===== config.mk =====
export PLATFORM = sky130hd
export DESIGN_NAME = mem_port_arbiter
export DESIGN_NICKNAME = d
export VERILOG_FILES = /design/src/rtl/mem_port_arbiter.sv
export SDC_FILE = /design/constraint.sdc
export NUM_CORES = 1
export LEC_CHECK = 0
export CAP_MARGIN = 20
export CELL_PAD_IN_SITES_DETAIL_PLACEMENT = 1
export CELL_PAD_IN_SITES_GLOBAL_PLACEMENT = 1
export CORE_ASPECT_RATIO = 1.25
export CORE_MARGIN = 2
export CORE_UTILIZATION = 34
export CTS_CLUSTER_DIAMETER = 200
export DETAILED_ROUTE_END_ITERATION = 16
export PLACE_DENSITY_LB_ADDON = 0.1
export SLEW_MARGIN = 20
export SYNTH_ARGS = -nofsm -noshare
export SYNTH_HDL_FRONTEND = slang
export SYNTH_SLANG_ARGS = --single-unit

===== constraint.sdc =====
create_clock -name clk -period 4.7 [get_ports clk]
set_input_delay 0.94 -clock clk [delete_from_list [all_inputs] [get_ports clk]]
set_output_delay 0.94 -clock clk [all_outputs]
set_load 0.05 [all_outputs]

===== src/rtl/mem_port_arbiter.sv =====
// mem_port_arbiter: shares one single-port memory between instruction fetch
// and data access. Each access is issued for one cycle, waits MEM_LAT cycles
// for read data, then acknowledges the owner with a one-cycle pulse. Data
// requests win over fetch because the MEM-stage instruction is older.
//
// Optional build macro ARB_STARVE_GUARD_EN: after STARVE_MAX consecutive data
// grants made while fetch was waiting, the next IDLE grant goes to fetch.
//
// Handshake: if_req/dm_req are levels held by the requester until its
// ack; a request is sampled only in IDLE, and an ack pulses for exactly one
// cycle in RESP. mem_en is a one-cycle issue strobe; mem_rdata is taken
// MEM_LAT cycles after it.
module mem_port_arbiter #(
  parameter int unsigned MEM_LAT    = 2,
  parameter int unsigned STARVE_MAX = 4
) (
  input  logic        clk,
  input  logic        rst_n,
  input  logic        if_req,
  input  logic [31:0] if_addr,
  output logic [31:0] if_rdata,
  output logic        if_ack,
  input  logic        dm_req,
  input  logic        dm_we,
  input  logic        dm_byte,
  input  logic [31:0] dm_addr,
  input  logic [31:0] dm_wdata,
  output logic [31:0] dm_rdata,
  output logic        dm_ack,
  output logic        mem_en,
  output logic        mem_we,
  output logic        mem_byte,
  output logic [31:0] mem_addr,
  output logic [31:0] mem_wdata,
  input  logic [31:0] mem_rdata,
  output logic        stall
);

  typedef enum logic [1:0] {
    S_IDLE = 2'd0,
    S_WAIT = 2'd1,
    S_RESP = 2'd2
  } state_e;

  localparam logic [3:0] LAT_LD = 4'(MEM_LAT);

  state_e      state_q, state_d;
  logic [3:0]  cnt_q, cnt_d;
  logic        owner_q, owner_d;     // 1 = data port owns the access
  logic        mem_we_q, mem_we_d;
  logic        mem_byte_q, mem_byte_d;
  logic [31:0] mem_addr_q, mem_addr_d;
  logic [31:0] mem_wdata_q, mem_wdata_d;
  logic [31:0] if_rdata_q, if_rdata_d;
  logic [31:0] dm_rdata_q, dm_rdata_d;

  logic        idle_ok;
  logic        grant_dm;
  logic        grant_if;
  logic        force_if;

`ifdef ARB_STARVE_GUARD_EN
  logic [3:0]  starve_q, starve_d;

  // Fetch is forced once data has won STARVE_MAX times in a row over it.
  assign force_if = if_req && (starve_q == 4'(STARVE_MAX));

  // Saturating count of data grants made while fetch was waiting.
  always_comb begin
    starve_d = starve_q;
    if (grant_if) begin
      starve_d = 4'd0;
    end else if (grant_dm && if_req && (starve_q != 4'(STARVE_MAX))) begin
      starve_d = starve_q + 4'd1;
    end
  end

  // Starve counter register.
  always_ff @(posedge clk or negedge rst_n) begin
    if (!rst_n) begin
      starve_q <= 4'd0;
    end else begin
      starve_q <= starve_d;
    end
  end
`else
  assign force_if = 1'b0;
`endif

  // Grants are only possible in IDLE and never while reset is asserted,
  // so every output reads zero during reset.
  assign idle_ok  = (state_q == S_IDLE) && rst_n;
  assign grant_dm = idle_ok && dm_req && !force_if;
  assign grant_if = idle_ok && if_req && !grant_dm;

  // Next-state logic: issue in IDLE, count down in WAIT, ack in RESP.
  always_comb begin
    state_d     = state_q;
    cnt_d       = cnt_q;
    owner_d     = owner_q;
    mem_we_d    = mem_we_q;
    mem_byte_d  = mem_byte_q;
    mem_addr_d  = mem_addr_q;
    mem_wdata_d = mem_wdata_q;
    if_rdata_d  = if_rdata_q;
    dm_rdata_d  = dm_rdata_q;
    case (state_q)
      S_IDLE: begin
        if (grant_dm) begin
          owner_d     = 1'b1;
          mem_we_d    = dm_we;
          mem_byte_d  = dm_byte;
          mem_addr_d  = dm_addr;
          mem_wdata_d = dm_wdata;
          cnt_d       = LAT_LD;
          state_d     = S_WAIT;
        end else if (grant_if) begin
          owner_d     = 1'b0;
          mem_we_d    = 1'b0;
          mem_byte_d  = 1'b0;
          mem_addr_d  = if_addr;
          mem_wdata_d = 32'd0;
          cnt_d       = LAT_LD;
          state_d     = S_WAIT;
        end
      end
      S_WAIT: begin
        // Counter holds MEM_LAT in the first WAIT cycle, so the value 1
        // marks the cycle in which mem_rdata is valid.
        if (cnt_q <= 4'd1) begin
          cnt_d   = 4'd0;
          state_d = S_RESP;
          if (owner_q) begin
            if (!mem_we_q) begin
              dm_rdata_d = mem_rdata;
            end
          end else begin
            if_rdata_d = mem_rdata;
          end
        end else begin
          cnt_d = cnt_q - 4'd1;
        end
      end
      S_RESP: begin
        state_d = S_IDLE;
      end
      default: begin
        state_d = S_IDLE;
      end
    endcase
  end

  // State and datapath registers.
  always_ff @(posedge clk or negedge rst_n) begin
    if (!rst_n) begin
      state_q     <= S_IDLE;
      cnt_q       <= 4'd0;
      owner_q     <= 1'b0;
      mem_we_q    <= 1'b0;
      mem_byte_q  <= 1'b0;
      mem_addr_q  <= 32'd0;
      mem_wdata_q <= 32'd0;
      if_rdata_q  <= 32'd0;
      dm_rdata_q  <= 32'd0;
    end else begin
      state_q     <= state_d;
      cnt_q       <= cnt_d;
      owner_q     <= owner_d;
      mem_we_q    <= mem_we_d;
      mem_byte_q  <= mem_byte_d;
      mem_addr_q  <= mem_addr_d;
      mem_wdata_q <= mem_wdata_d;
      if_rdata_q  <= if_rdata_d;
      dm_rdata_q  <= dm_rdata_d;
    end
  end

  // The _d values equal the issued values in the grant cycle and the held
  // values otherwise, so they drive the memory port directly.
  assign mem_en    = grant_dm || grant_if;
  assign mem_we    = mem_we_d;
  assign mem_byte  = mem_byte_d;
  assign mem_addr  = mem_addr_d;
  assign mem_wdata = mem_wdata_d;

  assign if_ack    = (state_q == S_RESP) && !owner_q;
  assign dm_ack    = (state_q == S_RESP) && owner_q;
  assign if_rdata  = if_rdata_q;
  assign dm_rdata  = dm_rdata_q;

  // Pipeline hold drops in the ack cycle so the pipeline advances on it.
  assign stall = rst_n && ((if_req && !if_ack) || (dm_req && !dm_ack));

endmodule


==> metrics, run 1 <==
status completed; Area Overhead vs Synth 68.6%; Tot Pwr between 8 and 9 mW; Hold WC Path Type primary input to async pin; cts repair resizes 0; area of the multi-input gates roughly 2000 sq um; Critical Path AT ~3.3 ns; postcts setup bufs 0; register area share after synthesis 62.5%; Hold Buf Count CTS 0; residual DRC count 0; Final Max Tran Viols 0; CP endpoint kind primary output; pre-CTS WS around 0.46 ns; routability-driven placement congestion ratio about 0.8; first-pass GRT wire length 27700 microns; setup tns final 0 ns; Worst Max-Slew Pin Slew between 0.9 and 1 ns; Final setup viols 0; startpoint type of the worst setup path primary input; delay-heaviest family, CP buffers and inverters; post-DP HPWL 12800 microns; via count 4201; fin crit share approximately nine tenths; most frequent cells in the layout clkdlybuf4s50_1, dfrtp_1, buf_4, a22o_1; row cnt 51; cell repeated most along the worst path clkdlybuf4s50_1; Layout Nets roughly 770; Fmax 0.236 GHz; IO buf count between 200 and 300; Max clock buf depth 2; largest net degree at the start of global routing 67; Post-Syn Instances 361; vias per std cell slightly below 5; critical-path cell list clkdlybuf4s50_1, nor4bb_4, and2_1, a221o_1, clkdlybuf4s50_1; total CTS buffers 17; Placed Cells around 830; crit path max-delay cell type clkdlybuf4s50_1; Setup CP Type primary input to primary output; TritonRoute pass-1 iters 4; placed inst area about 8600 sq um; Final Skew roughly 0.0090 ns; Bufs and invs on worst path 2; RSZ-0062 raised after global routing false; max cap viols 0; total track usage about a fifth; final wirelength between 15000 and 20000 microns; endpoints failing hold 0; Starting Density between 30% and 40%; clock slew at reported path FFs approximately 0.060 ns; Slew headroom between 30% and 40%; Worst Setup Slack, final ~0.46 ns; most common cell after layout, fill and taps aside clkdlybuf4s50_1; 1st-iter DRT viols approximately 150; Critical Path RT around 3.8 ns; Seq. cell area 3430 sq um; Synth warnings 0; CTS H-tree lvls 4; Fill cells between 1.5k and 2k; CTS sink count 137; Yosys cell types 39; vias in the first global route around 5k; fin crit period between 4 and 5 ns; antenna violations before repair 1; ratio of cells with drive above 1 in the final layout about 27%; EDFF count, synth 0; post-synthesis register bit count between 100 and 150; post-route ant nets 0; critical-path maximum fanout 9; Slowest Stage Delay on Critical Path 0.82 ns; Finished Cell Area between 9000 and 10000 sq um; DR WL/cell a little over 20 microns; Root Driver clkbuf_16; Mapped Area 5490 sq um; syn avg cell area 15.2 sq um; DIE HEIGHT between 100 and 150 microns; Most used DFF post-synth dfrtp_1; die area ~17000 sq um; Worst VDD drop roughly 0.00054 V; core box area around 16000 sq um; Non-Filler Instances 859; Leak 4.08 nW; Power Density just over 900 nW/um^2; Clock Latency Late Sink between 0.4 and 0.5 ns; grt ovf 0; I/O Pins 268; fraction of registers with async set/reset 100%; syn nets 497; Die Wd approximately 120 microns; CTS tree built
[logic make-up after synthesis]
kind of cell	count (synthesis)	synth area share [%]
and+or+nand+nor	52	6.11
DFF	137	62.5
xor gates and xnor gates	1	0.160
muxes	65	15.4
buffers and inverters	28	2.60
adders and majority gates	2	0.456
AOI/OAI and AO/OA	76	12.9
[worst register-to-register path, stage by stage (launching register included)]
cell,delay [ns]
dfrtp_1,0.47
nand2b_1,0.27
nor4_4,0.87
buf_4,0.44
mux2_2,0.39
[where the power goes]
| part | switching (mW) | leakage [nW] | internal [mW] |
|---|---|---|---|
| Combinational | 3.08 | 2.10 | 1.97 |
| Sequential | 0.294 | 1.67 | 1.77 |
| Clock | 0.530 | 0.317 | 0.960 |
| Total | 3.90 | 4.08 | 4.70 |
[routing by layer]
layer	global-route usage [%]	share of wire, %	up-vias
met5	0	0	-
met4	7.59	2.2	0
met3	8.36	8.2	25
met2	37.5	54	179
met1	21.7	36	2106
li1	-	-	1891
[final timing paths]
check	end	cells after the start	slack, ns	start
max	mem_addr[5]	5	0.46	dm_req
min	mem_addr_q[9]$_DFF_PN0_	1	0.36	rst_n
max reg2reg	if_rdata[4]$_DFFE_PN0P_	4	2.14	state_q[1]$_DFFE_PN0P_
min reg2reg	dm_rdata[0]$_DFFE_PN0P_	1	0.49	dm_rdata[0]$_DFFE_PN0P_
max in group asynchronous	dm_rdata[14]$_DFFE_PN0P_	3	2.89	rst_n
min in group clk	dm_rdata[0]$_DFFE_PN0P_	1	0.49	dm_rdata[0]$_DFFE_PN0P_
[layout make-up]
class,instances,area share (%)
Clock inverter,14,2.37
Clock buffer,18,4.75
Antenna cell,1,0.0270
Multi-Input combinational cell,196,21.2
Inverter,6,0.243
Tap cell,212,2.87
Timing Repair Buffer,275,31.5
Sequential cell,137,37.0
[cells in the mapped netlist, types with 2 or more instances]
cell type  instances  area [sq um]
nand2_1            2          7.51
nor2_1             2          7.51
ha_1               2          25.0
a221o_1           23           230
buf_1              3          11.3
dfrtp_1          137          3430
buf_6              4          45.0
o221a_2            9           101
nand2b_1          11          68.8
mux2_1             4          45.0
mux2_4            30           450
and2_1            24           150
inv_1              5          18.8
a22o_1            35           307
clkbuf_1           9          33.8
nor3_1             3          15.0
nor3b_1            2          15.0
mux2_2            30           338
buf_2              6          30.0
[state kept, by name, indices dropped and copies added, names as in the netlist]
signal and flops:
dm_rdata 32, if_rdata 32, mem_addr_q 32, mem_wdata_q 32, cnt_q 4, state_q 2
mem_byte_q 1, mem_we_q 1, owner_q 1
[per-stage QoR]
| step | utilization, % | hold WS, ns |
|---|---|---|
| 2_1_floorplan | - | 0.516 |
| 3_3_place_gp | 54.7 | 0.468 |
| 3_5_place_dp | 54.7 | 0.482 |
| 4_1_cts | 58.9 | 0.339 |
| 5_1_grt | 59.0 | 0.338 |
| 6_report | 59.0 | 0.356 |
Note: power is estimated with default switching activity, not from simulation.
==> run 2, diff against run 1 <==
ABC_AREA = 1   (was default)
CORE_UTILIZATION = 31   (was 34)
SETUP_SLACK_MARGIN = 0.05   (was default)
==> metrics, run 2 <==
Most used DFF post-synth dfrtp_1 (unchanged); syn nets 790 (was 497); EDFF count, synth 0 (unchanged); internal power 4.49 mW (was 4.70 mW); CP endpoint kind primary output (unchanged); Final Max Tran Viols 0 (unchanged); R2R Path Start cnt_q[0]$_DFFE_PN0P_ (was state_q[1]$_DFFE_PN0P_); Worst VDD drop 0.000402 V (was 0.000536 V); Layout Nets 1047 (was 769); Leak 4.61 nW (was 4.08 nW); vias in the first global route 6004 (was 4913); antenna violations before repair 0 (was 1); fin crit period 4.05 ns (was 4.24 ns); total CTS buffers 17 (unchanged); Sequential Power Share 23.2% (was 24.0%); clock power share 16.5% (was 17.3%); Final setup viols 0 (unchanged); cts repair resizes 0 (unchanged); Post-synth top cells nand2_1, dfrtp_1, nand3_1, clkbuf_1, nor2_1 (was dfrtp_1, a22o_1, mux2_2, mux2_4, and2_1); crit path max-delay cell type clkdlybuf4s50_1 (unchanged); Setup CP Type primary input to primary output (unchanged); Slew headroom 47.7% (was 35.3%); total track usage 21.0% (was 20.8%); Critical Path RT 3.76 ns (about the same); endpoints failing hold 0 (unchanged); row cnt 54 (was 51); worst hold slack 0.374 ns (was 0.356 ns); die area 19200 sq um (was 17200 sq um); residual DRC count 0 (unchanged); post-synth top area cell dfrtp_1 (unchanged); Slowest Stage Delay on Critical Path 0.84 ns (was 0.82 ns); clock slew at reported path FFs 0.06 ns (about the same); synth top area cells dfrtp_1, nand2_1, nand3_1 (was dfrtp_1, mux2_4, mux2_2); register area share after synthesis 61.2% (was 62.5%); Fill cells 2009 (was 1547); Switching Share 48.1% (was 45.4%); setup tns final 0 ns (unchanged); critical-path cell list clkdlybuf4s50_1, nand3_1, nand2_1, nor2_1, nor2_1, clkdlybuf4s50_1 (was clkdlybuf4s50_1, nor4bb_4, and2_1, a221o_1, clkdlybuf4s50_1); most frequent cells in the layout nand2_1, clkdlybuf4s50_1, dfrtp_1, nand3_1, buf_12 (was clkdlybuf4s50_1, dfrtp_1, buf_4, a22o_1); largest net degree at the start of global routing 67 (unchanged); post-route ant nets 0 (unchanged); Critical Path AT 3.11 ns (was 3.30 ns); post-DP HPWL 14200 microns (was 12800 microns); Die Wd 124 microns (was 118 microns); startpoint type of the worst setup path primary input (unchanged); Power Density 899 nW/um^2 (was 930 nW/um^2); final wirelength 19800 microns (was 17500 microns); syn avg cell area 8.56 sq um (was 15.2 sq um); Yosys top cell area share 61.2% (was 62.5%); IO buf count 267 (unchanged); CTS tree built (unchanged); area of the multi-input gates 1970 sq um (was 1960 sq um); Max clock buf depth 2 (unchanged); CTS sink count 137 (unchanged); logic gate share of total power 60.3% (was 58.7%); RSZ-0062 raised after global routing false (unchanged); critical-path maximum fanout 8 (was 9); Final Skew 0.00688 ns (was 0.00897 ns); Post-Syn Instances 654 (was 361); Starting Density 31.9% (was 35.0%); Critical path origin dm_req (unchanged); Synth warnings 0 (unchanged); routability-driven placement congestion ratio 0.775 (was 0.782); FF-to-FF End dm_rdata[15]$_DFFE_PN0P_ (was if_rdata[4]$_DFFE_PN0P_); Clock Latency Late Sink 0.42 ns (about the same); Ant. Diodes 0 (was 1); Yosys cell types 18 (was 39); first-pass GRT wire length 31800 microns (was 27700 microns); via count 5474 (was 4201); DR WL/cell 17.2 microns (was 20.4 microns); Root Driver clkbuf_16 (unchanged); reg2reg setup slack 2.24 ns (was 2.14 ns); vias per std cell 4.77 (was 4.89); I/O Pins 268 (unchanged); grt ovf 0 (unchanged); Hold Buf Count CTS 0 (unchanged); status completed (unchanged); Area Overhead vs Synth 71.8% (was 68.6%); DIE HEIGHT 154 microns (was 146 microns); fin crit share 86.2% (was 90.3%); most common cell in the synthesized netlist nand2_1 (was dfrtp_1); 1st-iter DRT viols 238 (was 147); post-synthesis register bit count 137 (unchanged); Hold WC Path Type primary input to async pin (unchanged); most common cell after layout, fill and taps aside nand2_1 (was clkdlybuf4s50_1); P_sw 4.16 mW (was 3.90 mW); Mapped Area 5600 sq um (was 5490 sq um); ratio of cells with drive above 1 in the final layout 12.3% (was 26.9%); postcts setup bufs 0 (unchanged); CTS H-tree lvls 4 (unchanged); Seq. cell area 3430 sq um (unchanged); reg2reg path depth 7 (was 4); Fmax 0.247 GHz (was 0.236 GHz); TritonRoute pass-1 iters 4 (unchanged); core box area 17600 sq um (was 15700 sq um); fraction of registers with async set/reset 100% (unchanged); max cap viols 0 (unchanged); crit path capture mem_addr[26] (was mem_addr[5]); Worst Max-Slew Pin Slew 0.784 ns (was 0.963 ns)
run 2: cell count changes in the layout (fill, tap and decap cells not counted), sizes merged, moves of 7 or more:
cell,previous run,this run
nand2b,11,0
nand3,1,100
and2,24,0
a221o,23,0
a22o,35,0
mux2,64,0
inv,7,17
nand2,2,331
o21ai,2,9
nor2,2,17
o221a,9,0
run 2: critical path, delay by kind of cell:
kind / cells / cell delay [ns]
buffers and inverters: 2 / 1.47
and+or+nand+nor: 4 / 0.68
run 2: logic make-up (layout without fill, tap and decap cells):
logic type,Yosys count,in the layout,synth area share (%)
buffers and inverters,50,320,3.82
and+or+nand+nor,453,453,33.2
DFF,137,137,61.2
adders and majority gates,2,2,0.447
AOI/OAI and AO/OA,11,11,1.14
xor gates and xnor gates,1,1,0.156
run 2: worst min path at each step:
stage,cells after the start,endpoint,startpoint
floorplan,2,cnt_q[0]$_DFFE_PN0P_,cnt_q[0]$_DFFE_PN0P_
global placement,2,mem_wdata_q[26]$_DFF_PN0_,mem_wdata_q[26]$_DFF_PN0_
detailed placement,2,if_rdata[29]$_DFFE_PN0P_,if_rdata[29]$_DFFE_PN0P_
CTS,1,mem_addr_q[5]$_DFF_PN0_,rst_n
global route,1,mem_addr_q[5]$_DFF_PN0_,rst_n
finish,1,mem_addr_q[8]$_DFF_PN0_,rst_n
run 2: layer usage:
| layer | up-vias | wire length, microns | share of wire, % | track usage, % |
|---|---|---|---|---|
| li1 | 2580 | - | - | - |
| met1 | 2677 | 7300 | 37 | 22.9 |
| met2 | 198 | 10400 | 52 | 37.0 |
| met3 | 19 | 1770 | 9.0 | 8.96 |
| met4 | 0 | 330 | 1.7 | 6.26 |
| met5 | - | 0 | 0 | 0 |
run 2: stage by stage:
step | total power [mW] | util, % | setup slack, ns | instances | cell area (sq um)
CTS | 8.75 | 54.8 | 0.680 | 1148 | 9620
global route | 9.09 | 54.8 | 0.542 | 1148 | 9620
finish | 8.65 | 54.8 | 0.651 | 1148 | 9620
detailed placement | 7.28 | 51.2 | 0.680 | 1116 | 9000
floorplan | 4.97 | - | 1.20 | 654 | 5600
global placement | 7.16 | 51.2 | 0.804 | 1116 | 8990
run 2: power by group through the flow:
stage / Combinational, mW / Sequential (mW) / Clock [mW]
2_1_floorplan: 2.03 / 2.94 / 0
3_3_place_gp: 5.17 / 1.99 / 0
3_5_place_dp: 5.26 / 2.02 / 0
4_1_cts: 5.28 / 2.01 / 1.46
5_1_grt: 5.50 / 2.07 / 1.52
6_report: 5.22 / 2.01 / 1.43
run 2: cell type report:
class	count	area share, %
Clock buffer	17	4.42
Clock inverter	15	2.07
Tap cell	224	2.91
Multi-Input combinational cell	467	20.4
Inverter	14	0.546
Timing Repair Buffer	274	34.0
Sequential cell	137	35.6
